## src/rtl/fetch_queue_pkg.sv

```systemverilog
// fetch_queue_pkg: shared types and defaults for the IFU->IDU0 fetch queue.
package fetch_queue_pkg;
    localparam int INSTR_LEN         = 32;
    localparam int XLEN              = 32;
    localparam int FETCH_QUEUE_DEPTH = 4;

    typedef struct packed {
        logic [INSTR_LEN-1:0] instr;
        logic [XLEN-1:0]      tag;
    } fq_entry_t;
endpackage

```

## src/rtl/fq_regfile.sv

```systemverilog
// fq_regfile: DEPTH-entry flop array, one write port, one asynchronous read port.
// Data is deliberately not reset; validity is tracked by the queue counter.
module fq_regfile
    import fetch_queue_pkg::*;
#(
    parameter int DEPTH = FETCH_QUEUE_DEPTH
) (
    input  logic                     clk,
    input  logic                     i_we,
    input  logic [$clog2(DEPTH)-1:0] i_waddr,
    input  fq_entry_t                i_wdata,
    input  logic [$clog2(DEPTH)-1:0] i_raddr,
    output fq_entry_t                o_rdata
);
    fq_entry_t r_mem [DEPTH];

    always_ff @(posedge clk) begin
        if (i_we) r_mem[i_waddr] <= i_wdata;
    end

    assign o_rdata = r_mem[i_raddr];
endmodule

```

## src/rtl/fetch_queue.sv

```systemverilog
// fetch_queue: instruction buffer between IFU and IDU0, in-order, flushed on redirect.
// Optional same-cycle forwarding into an empty queue with FETCH_QUEUE_BYPASS_EN.
module fetch_queue
    import fetch_queue_pkg::*;
#(
    parameter int DEPTH = FETCH_QUEUE_DEPTH,
    parameter int SKID  = 1
) (
    input  logic                       clk,
    input  logic                       rst_n,
    input  logic                       flush,
    input  logic [INSTR_LEN-1:0]       instr_in,
    input  logic                       instr_valid_in,
    input  logic [XLEN-1:0]            instr_tag_in,
    output logic                       fq_ready,
    output logic [INSTR_LEN-1:0]       instr,
    output logic                       instr_valid,
    output logic [XLEN-1:0]            instr_tag,
    input  logic                       pipe_stall,
    output logic [$clog2(DEPTH):0]     fq_count
);
    localparam int AW = $clog2(DEPTH);
    localparam int CW = AW + 1;

    logic [AW-1:0] r_rd_ptr, r_wr_ptr;
    logic [CW-1:0] r_count;
    logic          r_ready_en;
    fq_entry_t     w_wdata, w_head, w_out;
    logic          w_push, w_pop, w_bypass;

    assign w_wdata = '{instr: instr_in, tag: instr_tag_in};

`ifdef FETCH_QUEUE_BYPASS_EN
    assign w_bypass = (r_count == '0) && instr_valid_in && !flush;
`else
    assign w_bypass = 1'b0;
`endif

    // A bypassed instruction consumed by IDU0 this cycle never enters the array.
    assign w_push = instr_valid_in && (r_count < CW'(DEPTH)) && !flush && !(w_bypass && !pipe_stall);
    assign w_pop  = (r_count != '0) && !pipe_stall;

    always_ff @(posedge clk or negedge rst_n) begin
        if (!rst_n) begin
            r_rd_ptr   <= '0;
            r_wr_ptr   <= '0;
            r_count    <= '0;
            r_ready_en <= 1'b0;
        end else begin
            r_ready_en <= 1'b1;
            if (flush) begin
                r_rd_ptr <= '0;
                r_wr_ptr <= '0;
                r_count  <= '0;
            end else begin
                if (w_push) r_wr_ptr <= r_wr_ptr + AW'(1);
                if (w_pop)  r_rd_ptr <= r_rd_ptr + AW'(1);
                r_count <= r_count + CW'(w_push) - CW'(w_pop);
            end
        end
    end

    always_ff @(posedge clk) begin
        if (rst_n) assert (!(instr_valid_in && !flush && r_count == CW'(DEPTH)));
    end

    fq_regfile #(.DEPTH(DEPTH)) u_regfile (
        .clk     (clk),
        .i_we    (w_push),
        .i_waddr (r_wr_ptr),
        .i_wdata (w_wdata),
        .i_raddr (r_rd_ptr),
        .o_rdata (w_head)
    );

    assign w_out       = w_bypass ? w_wdata : w_head;
    assign instr_valid = (r_count != '0) || w_bypass;
    assign instr       = instr_valid ? w_out.instr : '0;
    assign instr_tag   = instr_valid ? w_out.tag : '0;
    assign fq_count    = r_count;
    assign fq_ready    = r_ready_en && (int'(r_count) + SKID < DEPTH) && !flush;
endmodule

```

## config.mk

```make
export PLATFORM = sky130hd
export DESIGN_NAME = fetch_queue
export DESIGN_NICKNAME = d
export VERILOG_FILES = /design/src/rtl/fetch_queue_pkg.sv /design/src/rtl/fq_regfile.sv /design/src/rtl/fetch_queue.sv
export SDC_FILE = /design/constraint.sdc
export NUM_CORES = 1
export LEC_CHECK = 0
export ABC_AREA = 1
export BUFFER_PORTS_ARGS = -buffer_cell sky130_fd_sc_hd__buf_2
export CORE_ASPECT_RATIO = 0.75
export CORE_MARGIN = 1.5
export CORE_UTILIZATION = 35
export CTS_CLUSTER_DIAMETER = 50
export DETAILED_ROUTE_END_ITERATION = 16
export GPL_TIMING_DRIVEN = 0
export PLACE_DENSITY = 0.59
export REMOVE_ABC_BUFFERS = 1
export SYNTH_ARGS = -nofsm -noshare
export SYNTH_HDL_FRONTEND = slang
export SYNTH_SLANG_ARGS = --single-unit
```

## constraint.sdc

```tcl
create_clock -name clk -period 4.4 [get_ports clk]
set_clock_uncertainty 0.05 [all_clocks]
set_input_delay 0.88 -clock clk [delete_from_list [all_inputs] [get_ports clk]]
set_output_delay 0.88 -clock clk [all_outputs]
set_load 0.005 [all_outputs]
```

# [Word level (Yosys, flattened, before mapping)]
# Memories as Yosys holds them, arrays and structs flattened.
# Cells that the tools add are included.
[word_totals] regBits=8 ramBits=256 inputBits=69 output_inout_bits=69 mem_count=1
[op_classes] add_sub_neg=5 order_cmp=2 n_mux=9 reduce_logical=10
[memory_table] name="u_regfile.r_mem" words=4 width=64 read_ports=1 rd_clocked_by_memory_dff=0 write_ports=1 line_no="fq_regfile.sv:15" text="fq_entry_t r_mem [DEPTH];"
[op_table] operator="$mux W32" n=2
[op_table] operator="$mux W2" n=4
[op_table] operator="$logic_and A1 B1 Y1" n=5
[op_table] operator="$add A2 B1 Y2 const B" n=2
[op_table] operator="$add A3 B1 Y4 const B" n=1
[op_table] operator="$lt A4 B3 Y1 const B" n=1
[op_table] operator="$reduce_bool A2 Y1" n=2
[op_table] operator="$add A3 B1 Y3" n=1
[op_table] operator="$lt A3 B3 Y1 const B" n=1
[op_table] operator="$mux W3" n=1
[op_table] operator="$reduce_bool A3 Y1" n=1
[op_table] operator="$sub A3 B1 Y3" n=1
[op_table] operator="$logic_not A1 Y1" n=2
[op_table] operator="$mux W1" n=2

# [Longest topological paths before layout]
[logic_depth] ltp_word=6 ltp_mapped=11

# [Modules after synthesis]
# A second synthesis with hierarchy kept.
[hier_totals] hier_cells=1201 hier_area_um2=11843.9
[by_module_without_submodules] module="fq_regfile" n_inst=1 cells_per_inst=1010 area_per_inst_um2=10761.6 seq_area_each_um2=7687.4
[by_module_without_submodules] module="fetch_queue" n_inst=1 cells_per_inst=191 area_per_inst_um2=1082.3 seq_area_each_um2=200.2

# [Worst setup path before layout]
# OpenSTA, ideal clock, no wires.
[synth_path] path_kind="input-to-reg" startpoint="input port flush" endpoint="memory u_regfile.r_mem[0][0] in the netlist's numbering, enable pin" setup_ns=0.487 arrival_ns=3.883 slack_ns=-0.019 cell_stages=3 path_cell_list="clkinv_1 nand3_1 nor2_1"
[synth_via] elab_chain_cells=4
[synth_lines] item="from (decl)" line_no="fetch_queue.sv:11" text="input logic flush,"
[synth_lines] item="$logic_not A1 Y1" line_no="fetch_queue.sv:40" text="assign w_push = instr_valid_in && (r_count < CW'(DEPTH)) && !flush && !(w_bypass && !pipe_stall);"
[synth_lines] item="$logic_and A1 B1 Y1" line_no="fetch_queue.sv:40"
[synth_lines] item="$mux W1" line_no="fq_regfile.sv:18" text="if (i_we) r_mem[i_waddr] <= i_wdata;"
[synth_lines] item="$mux W1 (not written as such)" line_no="fq_regfile.sv:18"
[synth_lines] item="to (decl)" line_no="fq_regfile.sv:15"
# No other way between the ends.

# [Worst setup path after layout]
[layout_path] startpoint="register r_rd_ptr[0]" endpoint="output port instr_tag[10]"
[layout_via] elab_chain_cells=2
[layout_lines] item="from (decl)" line_no="fetch_queue.sv:25" text="logic [AW-1:0] r_rd_ptr, r_wr_ptr;"
[layout_lines] item="from (signal assigned)" line_no="fetch_queue.sv:57" text="if (w_pop) r_rd_ptr <= r_rd_ptr + AW'(1);"
[layout_lines] item="$mem_v2 Z4 W64"
[layout_lines] item="$mux W32" line_no="fetch_queue.sv:79" text="assign instr_tag = instr_valid ? w_out.tag : '0;"
[layout_lines] item="to (decl)" line_no="fetch_queue.sv:18" text="output logic [XLEN-1:0] instr_tag,"
# No other way between the ends.

==> out/results.md <==
- CTS tree: built
- number of buffers created by CTS: 30
- EDFF count, synth: 256
- r2r endpoint: u_regfile.r_mem[1][33]$_DFFE_PP_
- critical path data required time: 3470 ps
- number of register bits inferred by synthesis: 264
- number of endpoints with negative hold slack in the final report: 0
- clk_lat worst skew: 550 ps
- average wire length per cell after detail routing: 14.6 um
- leading cell types by total area after synthesis: sky130_fd_sc_hd__edfxtp_1 (67%), sky130_fd_sc_hd__inv_1 (8.9%), sky130_fd_sc_hd__nand2_1 (8.8%), sky130_fd_sc_hd__nand3_1 (5.9%), sky130_fd_sc_hd__a21oi_1 (2.9%)
- critical path start-end classification: flop to primary output
- share of cells above drive strength 1: 16.3%
- pre-CTS WS: 1090 ps
- list of cells traversed by the critical path: inv_6 -> buf_16 -> nand2_1 -> nand3_1 -> a21oi_1 -> buf_2
- CTS Hold Bufs: 0
- area share of the largest cell type after synthesis: 67.4%
- number of DRC markers in iteration 0: 347
- first-pass iteration count of the detailed router: 4
- final-layout fill cell count: 3057
- startpoint of the lowest-slack register-to-register path: fq_count[2]$_DFF_PN0_
- RSZ-0062 raised after global routing: no
- Clock Tree Buf Depth: 3
- largest voltage drop on the vdd net: 0.000322 V
- most used flip-flop cell after synthesis: sky130_fd_sc_hd__edfxtp_1
- net count of the finished layout: 1287
- critical path's top delay family: flip-flops
- H-tree levels: 1
- destination of the critical timing path: instr_tag[10]
- drt via density: 4.33
- post-CTS setup buffers: 0
- Slowest cell on crit path: sky130_fd_sc_hd__dfrtp_4
- Crit. End Element: primary output
- leak pwr: 6.05 nW
- die extent in x: 211 um
- count of max-cap constraint violations: 0
- Root Driver: sky130_fd_sc_hd__clkbuf_16
- total cell area at the placement stage: 12700 um2
- Core Box Area: 32200 um2
- CP startpoint: r_rd_ptr[0]$_DFFE_PN0P_
- area taken by flip-flops and latches: 7900 um2
- Synth warnings: 0
- Final period util: 86.7%
- clk slew on worst S/H paths: 60 ps
- remaining global-route overflow: 0
- ANT nets after route: 0
- post-synth cell types: 20
- Levels on crit path: 6
- count of pins over their slew limit: 0
- Top Ports: 138
- Std-Cell Rows: 57
- signal arrival time at the worst endpoint: 2890 ps
- final worst hold slack: 118 ps
- fraction of synthesis flops using an asynchronous set or reset pin: 3.03%
- initial antenna violation count: 0
- number of cells on the worst reg-to-reg path: 5
- run status: finished, final reports clean
- synthesized area per cell: 10.6 um2
- Max-Slew Margin vs Limit: 41.9%
- post-synthesis cell type with the largest combined area: sky130_fd_sc_hd__edfxtp_1
- overall power consumption: 7.28 mW
- CP bufs+invs: 3
- shortest period the worst path allows: 3820 ps
- synthesized instance count: 1075
- number of gates resized after cts: 0
- Routed WL: 24400 um
- total clock sinks: 264
- Routability Congestion: 0.715
- post-synthesis cell area: 11400 um2
- min setup slack post-route: 584 ps
- detailed-route DRC error count: 0
- maximum number of pins on one net before global-route repair: 71
- area occupied by multi-input gates: 2200 um2
- startpoint types: flop
- flop2flop setup slack: 2050 ps
- final cell count without fillers: 1674
- starting density of the core: 35.4%
- Worst-Margin Slew: 871 ps
- die span in y: 159 um
- layout overhead on the synthesized area: 19.2%
- kind of path behind the tightest hold check: input port to asynchronous set/reset pin
- routed via count: 7243
- Worst Path Max Fanout: 70
- Die ar.: 33700 um2
- Final setup viols: 0
- vias in the first global route: 7036
- timing-limited maximum frequency: 262 MHz
- power density over cell area: 536 nW/um2
- combined global-route utilization of all metal layers: 14.8%
- total of buffers placed on input and output ports: 137
- HPWL Detailed: 14200 um
- post-route cell area: 13600 um2
- global-route wire length before repair: 38500 um
- instance count after placement with tap cells included: 1620
- delay of the slowest cell on the worst path: 990 ps
- portion of the post-synthesis area used by sequential elements: 69.1%
cells in the mapped netlist (3+ instances only):
cell type                    n
sky130_fd_sc_hd__buf_6      12
sky130_fd_sc_hd__a21oi_1    66
sky130_fd_sc_hd__nand3_1   134
sky130_fd_sc_hd__edfxtp_1  256
sky130_fd_sc_hd__buf_4       4
sky130_fd_sc_hd__inv_1     270
sky130_fd_sc_hd__dfrtp_1     8
sky130_fd_sc_hd__ha_1        7
sky130_fd_sc_hd__buf_2      27
sky130_fd_sc_hd__nor2_1      8
sky130_fd_sc_hd__o21ai_0     3
sky130_fd_sc_hd__nand2_1   266
sky130_fd_sc_hd__clkbuf_1    5
flip-flops by register name, summed over array words and instances (netlist names):
signal and cells:
r_ready_en 1, u_regfile.r_mem 256, fq_count 3, r_rd_ptr 2, r_wr_ptr 2
final cells by class:
cell class / instances / share of cell area [%]
Inverter: 273 / 7.61
Tap cell: 442 / 4.07
Antenna cell: 1 / 0.0184
Clock inverter: 14 / 0.589
Multi-Input combinational cell: 489 / 16.2
Timing Repair Buffer: 152 / 7.53
Clock buffer: 39 / 5.93
Sequential cell: 264 / 58.1
report_power, final:
| part | internal, mW | total, mW | switching, mW |
|---|---|---|---|
| Combinational | 0.738 | 1.99 | 1.25 |
| Clock | 1.28 | 2.23 | 0.948 |
| Sequential | 2.92 | 3.06 | 0.143 |
| Total | 4.94 | 7.28 | 2.34 |
worst register-to-register path: stages (launching register included):
cell	delay, ps
sky130_fd_sc_hd__dfrtp_1	410
sky130_fd_sc_hd__inv_1	120
sky130_fd_sc_hd__nand3_1	390
sky130_fd_sc_hd__nor2_4	620
sky130_fd_sc_hd__buf_16	230
sky130_fd_sc_hd__buf_12	200
worst min-delay path by stage:
stage | end | depth (start not counted)
floorplan | r_wr_ptr[0]$_DFFE_PN0P_ | 1
global placement | r_wr_ptr[0]$_DFFE_PN0P_ | 1
detailed placement | r_wr_ptr[0]$_DFFE_PN0P_ | 1
CTS | fq_count[1]$_DFF_PN0_ | 1
global route | fq_count[1]$_DFF_PN0_ | 1
finish | fq_count[1]$_DFF_PN0_ | 1
logic make-up (layout without fill, tap and decap cells):
kind of cell             count (synthesis)  after routing  share of synthesized area (%)
other                                    1              2                         0.0329
flip-flops                             264            264                           69.1
AO/OA/AOI/OAI                           69             69                           3.03
buffers and inverters                  322            478                           11.8
AND/OR/NAND/NOR                        411            411                           15.0
adder cells (fa/ha/maj)                  8              8                          0.943
metrics by stage:
| stage | util, % | setup TNS, ps |
|---|---|---|
| finish | 42.2 | 0 |
| CTS | 42.2 | 0 |
| detailed placement | 39.4 | 0 |
| global route | 42.2 | 0 |
| floorplan | - | -50640 |
| global placement | 38.2 | -1066290 |
routing by layer:
layer | up-vias | global-route usage (%) | part of all wire (%)
li1 | 3686 | - | -
met1 | 3373 | 18.7 | 43
met2 | 144 | 25.8 | 49
met3 | 40 | 3.39 | 5.4
met4 | 0 | 3.15 | 2.2
met5 | - | 0 | 0
cell usage in the layout, fill, tap and decap left out, types with 7 or more instances in the layout:
master | Yosys | layout
sky130_fd_sc_hd__buf_2 | 27 | 137
sky130_fd_sc_hd__clkbuf_1 | 5 | 8
sky130_fd_sc_hd__nand3_1 | 134 | 134
sky130_fd_sc_hd__edfxtp_1 | 256 | 256
sky130_fd_sc_hd__inv_1 | 270 | 269
sky130_fd_sc_hd__clkbuf_16 | 0 | 31
sky130_fd_sc_hd__a21oi_1 | 66 | 66
sky130_fd_sc_hd__buf_12 | 0 | 10
sky130_fd_sc_hd__nand2_1 | 266 | 266
sky130_fd_sc_hd__ha_1 | 7 | 7
No activity file was read; power rests on OpenSTA's default activity.
